$ cat src/rtl/muldiv_pkg.sv
// Shared definitions for the iterative multiply/divide unit: operand width,
// operation encodings, FSM state type and a small op-classification helper.
package muldiv_pkg;

  localparam int unsigned XLEN   = 32;
  localparam int unsigned CNT_W  = 6;
  localparam int unsigned ITERS  = 32;
  localparam int unsigned RADDR_W = 5;

  typedef enum logic [1:0] {
    OP_MUL   = 2'b00,
    OP_MULHU = 2'b01,
    OP_DIVU  = 2'b10,
    OP_REMU  = 2'b11
  } op_e;

  typedef enum logic [1:0] {
    ST_IDLE = 2'b00,
    ST_RUN  = 2'b01,
    ST_DONE = 2'b10
  } state_e;

  // Divide-class ops share op[1]; op[0] selects the upper accumulator half.
  function automatic logic is_div(input op_e op);
    return op[1];
  endfunction

endpackage

$ cat src/rtl/mul_div_unit.sv
// Iterative 32-cycle unsigned multiply (shift-add) / divide (restoring) unit
// with register-file writeback. Optional MULDIV_FAST_ZERO_EN skips iteration
// for zero multiply operands and zero divisors.
module mul_div_unit
  import muldiv_pkg::*;
(
  input  logic                 clk,
  input  logic                 rst_n,
  input  logic                 start,
  input  logic [1:0]           op,
  input  logic [XLEN-1:0]      rs1_data,
  input  logic [XLEN-1:0]      rs2_data,
  input  logic [RADDR_W-1:0]   rd_addr,
  output logic                 busy,
  output logic [XLEN-1:0]      result,
  output logic [RADDR_W-1:0]   wb_addr,
  output logic                 wb_en,
  output logic                 done
);

  state_e               state_q, state_d;
  op_e                  op_q, op_d;
  logic [2*XLEN-1:0]    acc_q, acc_d;
  logic [XLEN-1:0]      opnd_q, opnd_d;
  logic [RADDR_W-1:0]   rd_q, rd_d;
  logic [CNT_W-1:0]     cnt_q, cnt_d;
  logic                 busy_q, busy_d;
  logic                 done_q, done_d;
  logic                 wb_en_q, wb_en_d;
  logic [XLEN-1:0]      result_q, result_d;
  logic [RADDR_W-1:0]   wb_addr_q, wb_addr_d;

  op_e                  op_in_c;
  logic                 last_iter_c;
  logic                 fast_zero_c;
  logic [XLEN:0]        add_sum_c;
  logic [XLEN+1:0]      sub_diff_c;
  logic [2*XLEN-1:0]    acc_step_c;
  logic                 unused_diff_msb;

  assign op_in_c     = op_e'(op);
  assign last_iter_c = (cnt_q == CNT_W'(ITERS - 1));

`ifdef MULDIV_FAST_ZERO_EN
  logic [XLEN-1:0] fast_res_c;
  assign fast_zero_c = is_div(op_in_c) ? (rs2_data == '0)
                                       : ((rs1_data == '0) || (rs2_data == '0));
  assign fast_res_c  = !is_div(op_in_c) ? '0
                     : (op_in_c[0] ? rs1_data : {XLEN{1'b1}});
`else
  assign fast_zero_c = 1'b0;
`endif

  // One iteration: add-then-shift-right for multiply, shift-left-then-trial-subtract for divide.
  assign add_sum_c       = {1'b0, acc_q[2*XLEN-1:XLEN]} + {1'b0, opnd_q};
  assign sub_diff_c      = {1'b0, acc_q[2*XLEN-1:XLEN-1]} - {2'b00, opnd_q};
  assign unused_diff_msb = sub_diff_c[XLEN];

  always_comb begin
    acc_step_c = acc_q;
    if (is_div(op_q)) begin
      if (sub_diff_c[XLEN+1]) acc_step_c = {acc_q[2*XLEN-2:0], 1'b0};
      else                    acc_step_c = {sub_diff_c[XLEN-1:0], acc_q[XLEN-2:0], 1'b1};
    end else begin
      if (acc_q[0]) acc_step_c = {add_sum_c, acc_q[XLEN-1:1]};
      else          acc_step_c = {1'b0, acc_q[2*XLEN-1:1]};
    end
  end

  // State register.
  always_ff @(posedge clk or negedge rst_n) begin
    if (!rst_n) state_q <= ST_IDLE;
    else        state_q <= state_d;
  end

  // Next-state logic.
  always_comb begin
    state_d = state_q;
    unique case (state_q)
      ST_IDLE: if (start) state_d = fast_zero_c ? ST_DONE : ST_RUN;
      ST_RUN:  if (last_iter_c) state_d = ST_DONE;
      ST_DONE: state_d = ST_IDLE;
      default: state_d = ST_IDLE;
    endcase
  end

  // Datapath and output next values.
  always_comb begin
    op_d      = op_q;
    acc_d     = acc_q;
    opnd_d    = opnd_q;
    rd_d      = rd_q;
    cnt_d     = cnt_q;
    result_d  = result_q;
    wb_addr_d = wb_addr_q;
    done_d    = 1'b0;
    wb_en_d   = 1'b0;
    busy_d    = (state_d != ST_IDLE);
    unique case (state_q)
      ST_IDLE: begin
        if (start) begin
          op_d   = op_in_c;
          acc_d  = {{XLEN{1'b0}}, rs1_data};
          opnd_d = rs2_data;
          rd_d   = rd_addr;
          cnt_d  = '0;
`ifdef MULDIV_FAST_ZERO_EN
          if (fast_zero_c) begin
            result_d  = fast_res_c;
            wb_addr_d = rd_addr;
            done_d    = 1'b1;
            wb_en_d   = (rd_addr != '0);
          end
`endif
        end
      end
      ST_RUN: begin
        acc_d = acc_step_c;
        cnt_d = cnt_q + CNT_W'(1);
        if (last_iter_c) begin
          result_d  = op_q[0] ? acc_step_c[2*XLEN-1:XLEN] : acc_step_c[XLEN-1:0];
          wb_addr_d = rd_q;
          done_d    = 1'b1;
          wb_en_d   = (rd_q != '0);
        end
      end
      default: ;
    endcase
  end

  always_ff @(posedge clk or negedge rst_n) begin
    if (!rst_n) begin
      op_q      <= OP_MUL;
      acc_q     <= '0;
      opnd_q    <= '0;
      rd_q      <= '0;
      cnt_q     <= '0;
      busy_q    <= 1'b0;
      done_q    <= 1'b0;
      wb_en_q   <= 1'b0;
      result_q  <= '0;
      wb_addr_q <= '0;
    end else begin
      op_q      <= op_d;
      acc_q     <= acc_d;
      opnd_q    <= opnd_d;
      rd_q      <= rd_d;
      cnt_q     <= cnt_d;
      busy_q    <= busy_d;
      done_q    <= done_d;
      wb_en_q   <= wb_en_d;
      result_q  <= result_d;
      wb_addr_q <= wb_addr_d;
    end
  end

  assign busy    = busy_q;
  assign done    = done_q;
  assign wb_en   = wb_en_q;
  assign result  = result_q;
  assign wb_addr = wb_addr_q;

endmodule
$ cat config.mk
export PLATFORM = sky130hd
export DESIGN_NAME = mul_div_unit
export DESIGN_NICKNAME = d
export VERILOG_FILES = /design/src/rtl/muldiv_pkg.sv /design/src/rtl/mul_div_unit.sv
export SDC_FILE = /design/constraint.sdc
export NUM_CORES = 1
export LEC_CHECK = 0
export BUFFER_PORTS_ARGS = -buffer_cell sky130_fd_sc_hd__buf_2
export CAP_MARGIN = 20
export CORE_MARGIN = 2
export CORE_UTILIZATION = 55
export CTS_CLUSTER_DIAMETER = 50
export DETAILED_ROUTE_END_ITERATION = 7
export GPL_TIMING_DRIVEN = 0
export PLACE_DENSITY_LB_ADDON = 0.15
export SETUP_SLACK_MARGIN = 0.3
export SLEW_MARGIN = 15
export SYNTH_ARGS = -nofsm -noshare
export SYNTH_HDL_FRONTEND = slang
export SYNTH_SLANG_ARGS = --single-unit
$ cat constraint.sdc
create_clock -name clk -period 4 [get_ports clk]
set_input_delay 1.2 -clock clk [delete_from_list [all_inputs] [get_ports clk]]
set_output_delay 1.2 -clock clk [all_outputs]
set_load 0.02 [all_outputs]
==> results.md <==
* Outcome: finished clean
* Number of antenna violations at the first check in global routing at 0
* Relative slew slack at 0.268
* Most common cell after layout, fill and taps aside: sky130_fd_sc_hd__nand2_1
* Remaining global-route overflow at 0
* Maximum single-stage delay on the critical path at 0.46 ns
* Maximum number of pins on one net before global-route repair at 85
* Average detailed-routed wire length per instance at 22.4 µm
* Final Skew at 0.0117 ns
* Die boundary width at 148 µm
* Proportion of synthesized chip area in sequential cells at 0.332
* Final max-slew violation count at 0
* Antenna-violating nets left at 0
* Register bit total from synthesis at 151
* Floorplan core area at 20300 µm²
* Signed area change from the synthesized netlist to the final layout at 15.0%
* Number of max-cap violations at 0
* Starting Density at 0.561
* Share of cells above drive strength 1 at 0.159
* Endpoint kind of the worst setup timing path: flop
* Commonest non-fill, non-tap cells in the layout: 179 x sky130_fd_sc_hd__nand2_1, 150 x sky130_fd_sc_hd__dfrtp_1, 117 x sky130_fd_sc_hd__a21oi_1
* I/O pin cnt at 114
* Number of global-route vias before repair at 11400
* Count of flip-flops with a built-in enable after synthesis at 0
* Routed vias/inst at 6.56
* Largest cells by area after synthesis: sky130_fd_sc_hd__dfrtp_1 33%, sky130_fd_sc_hd__ha_1 7.1%, sky130_fd_sc_hd__nand2_1 5.9%, sky130_fd_sc_hd__a21oi_1 5.2%, sky130_fd_sc_hd__o21ai_0 4.4%
* Total clock sinks at 151
* Cells after synthesis at 1359
* Share of synthesized registers carrying an async set or reset at 1.00
* Post-DP HPWL at 30200 µm
* Synth Area per Inst at 8.38 µm²
* Setup TNS at 0 ns
* Final worst-path cycle share at 0.899
* Final Util at 0.645
* Clock transition at the registers of the reported paths at 0.07 ns
* Worst path slowest cell: sky130_fd_sc_hd__dfrtp_1
* Routed vias at 11700
* Cell type with the largest total area after synthesis: sky130_fd_sc_hd__dfrtp_1
* First-pass GRT wire length at 62000 µm
* Level count of the clock H-tree at 4
* Cell breakdown of the critical path: ha_1, clkbuf_1, and2_1, a21o_1, a2111oi_4, nor2_4, o21ai_4, nand2_4, mux2_4, mux4_2, mux2_2
* Number of detailed-routing iterations run before antenna repair at 6
* Clock latency on the worst-skew pair at 0.44 ns
* Height of the chip at 148 µm
* Post-synth top flop: sky130_fd_sc_hd__dfrtp_1
* Final Wtd Congestion at 0.954
* Cell area after technology mapping at 11400 µm²
* Number of diodes added for antenna fixing at 0
* Maximum count of clock buffers along a single path at 2
* Number of nets in the layout at 1641
* Hold slack at 0.473 ns
* Syn. warnings at 0
* Worst-path maximum fanout at 9
* Final count of negative-setup-slack endpoints at 0
* Clock tree from TritonCTS: done
* Residual DRC count at 0
* Data required, critical path at 4.33 ns
* Hold bufs inserted after CTS at 0
* Total Die Area at 21900 µm²
* Actual slew at the worst max-slew pin at 1.09 ns
* Class of the tightest hold or removal check: reg -> reg
* Unique cell type count in the Yosys netlist at 79
* Startpoint kind of the worst setup timing path: flop
* Worst path arrival time at 3.92 ns
* Post-Route WL at 40000 µm
* Buffers & Inverters on Critical Path at 1
* Num CTS Buffers at 17
* Overall Global Routing Usage at 0.366
* DR iter-0 viols at 1308
* Category of the critical setup timing path: reg -> reg
* Number of placement rows at 52
* Synthesized netlist net count at 1500
* Buffer cell driving the clock tree root: sky130_fd_sc_hd__clkbuf_16
* Maximum clock rate at 0.278 GHz
* RSZ-0062 raised after global routing: no
* Hold Vio Cnt, Final at 0
* Count of buffers inserted at the top-level ports at 112
* Fraction of synthesized cell area taken by the top area cell type at 0.332
* Delay-heaviest family, CP: multiplexers
* Shortest period the worst path allows at 3.60 ns
[worst paths after layout]
check | start | to | slack [ns] | cells after the start
worst max-delay path | acc_q[42]$_DFFE_PN0P_ | result[10]$_DFFE_PN0P_ | 0.40 | 11
worst min-delay path | wb_addr[2]$_DFFE_PN0P_ | wb_addr[2]$_DFFE_PN0P_ | 0.47 | 2
worst max register to register | acc_q[42]$_DFFE_PN0P_ | result[10]$_DFFE_PN0P_ | 0.40 | 11
worst min register to register | wb_addr[2]$_DFFE_PN0P_ | wb_addr[2]$_DFFE_PN0P_ | 0.47 | 2
max in group asynchronous | rst_n | acc_q[41]$_DFFE_PN0P_ | 2.42 | 2
min in group asynchronous | rst_n | opnd_q[24]$_DFFE_PN0P_ | 0.77 | 1
[per-layer routing]
metal | GRT usage | part of all wire | vias to the layer above
met5 | 0 | 0 | -
met4 | 0.161 | 0.041 | 0
met3 | 0.0843 | 0.089 | 119
met2 | 0.573 | 0.45 | 612
met1 | 0.489 | 0.41 | 5601
li1 | - | - | 5356
[cell usage after synthesis (4+ instances only)]
cell / number
sky130_fd_sc_hd__a211o_1: 6
sky130_fd_sc_hd__a211oi_1: 16
sky130_fd_sc_hd__a21boi_0: 4
sky130_fd_sc_hd__a21o_1: 32
sky130_fd_sc_hd__a21oi_1: 118
sky130_fd_sc_hd__a221oi_1: 8
sky130_fd_sc_hd__a22o_1: 17
sky130_fd_sc_hd__a31o_2: 4
sky130_fd_sc_hd__a31oi_1: 28
sky130_fd_sc_hd__a32o_1: 7
sky130_fd_sc_hd__and2_1: 5
sky130_fd_sc_hd__and3_1: 18
sky130_fd_sc_hd__and4_1: 5
sky130_fd_sc_hd__buf_1: 6
sky130_fd_sc_hd__buf_2: 4
sky130_fd_sc_hd__clkbuf_1: 75
sky130_fd_sc_hd__dfrtp_1: 151
sky130_fd_sc_hd__ha_1: 65
sky130_fd_sc_hd__inv_1: 57
sky130_fd_sc_hd__mux2_2: 34
sky130_fd_sc_hd__mux2i_1: 22
sky130_fd_sc_hd__nand2_1: 179
sky130_fd_sc_hd__nand2b_1: 8
sky130_fd_sc_hd__nand3_1: 34
sky130_fd_sc_hd__nand4_1: 12
sky130_fd_sc_hd__nor2_1: 61
sky130_fd_sc_hd__nor2b_1: 14
sky130_fd_sc_hd__nor3_1: 16
sky130_fd_sc_hd__nor3b_1: 4
sky130_fd_sc_hd__o2111ai_1: 5
sky130_fd_sc_hd__o211a_1: 6
sky130_fd_sc_hd__o211ai_1: 11
sky130_fd_sc_hd__o21a_1: 10
sky130_fd_sc_hd__o21ai_0: 99
sky130_fd_sc_hd__o21ai_1: 4
sky130_fd_sc_hd__o21bai_1: 10
sky130_fd_sc_hd__o221a_2: 9
sky130_fd_sc_hd__o22a_1: 10
sky130_fd_sc_hd__o22ai_1: 53
sky130_fd_sc_hd__o311ai_0: 4
sky130_fd_sc_hd__o31ai_1: 14
sky130_fd_sc_hd__o41ai_1: 4
sky130_fd_sc_hd__or3_1: 13
sky130_fd_sc_hd__xnor2_1: 27
sky130_fd_sc_hd__xor2_1: 19
[worst register-to-register path, stage by stage, from the launching register on]
cell and delay (ns):
sky130_fd_sc_hd__dfrtp_1 0.46, sky130_fd_sc_hd__ha_1 0.32, sky130_fd_sc_hd__clkbuf_1 0.19, sky130_fd_sc_hd__and2_1 0.25, sky130_fd_sc_hd__a21o_1 0.22, sky130_fd_sc_hd__a2111oi_4 0.28
sky130_fd_sc_hd__nor2_4 0.13, sky130_fd_sc_hd__o21ai_4 0.36, sky130_fd_sc_hd__nand2_4 0.19, sky130_fd_sc_hd__mux2_4 0.36, sky130_fd_sc_hd__mux4_2 0.46, sky130_fd_sc_hd__mux2_2 0.27
[stage by stage]
stage / cell area (µm²) / worst slack (ns) / std cells
finish: 13100 / 0.404 / 1783
global route: 13100 / 0.267 / 1783
CTS: 12900 / 0.352 / 1775
detailed placement: 12300 / -0.182 / 1742
global placement: 12300 / -0.599 / 1741
floorplan: 11400 / 0.751 / 1359
[flip-flops by register name (all words and copies together), names as in the netlist]
register	flops
acc_q	64
busy	1
cnt_q	6
done	1
op_q	2
opnd_q	32
rd_q	5
result	32
state_q	2
wb_addr	5
wb_en	1
[cell families (layout without fill, tap and decap cells)]
logic type | Yosys count | after routing | share of synthesized area
AOI/OAI and AO/OA | 505 | 505 | 0.293
muxes | 58 | 58 | 0.0563
DFF | 151 | 151 | 0.332
buffers and inverters | 145 | 299 | 0.0482
xor gates and xnor gates | 46 | 46 | 0.0354
and+or+nand+nor | 387 | 387 | 0.160
adders and majority gates | 67 | 67 | 0.0750
[timing repair]
| item | CTS | global route |
|---|---|---|
| gates resized for setup | 10 | 26 |
| endpoints found under the setup margin | 42 | 45 |
| pin swaps | 1 | 5 |
| buffers inserted | 1 | 8 |
[layout make-up]
class                   instances  area [µm²]
flip-flops and latches        151        3780
repair buffers                122         666
plain buffers                  85         334
clock buffers                  18         429
clock inverters                14         128
inverters                      60         225
fillers                      1832        7210
multi-input cells            1063        7190
well taps                     270         338
Power is not shown: default switching activity piles up to over one toggle a cycle in this logic, so the estimate is an artifact.
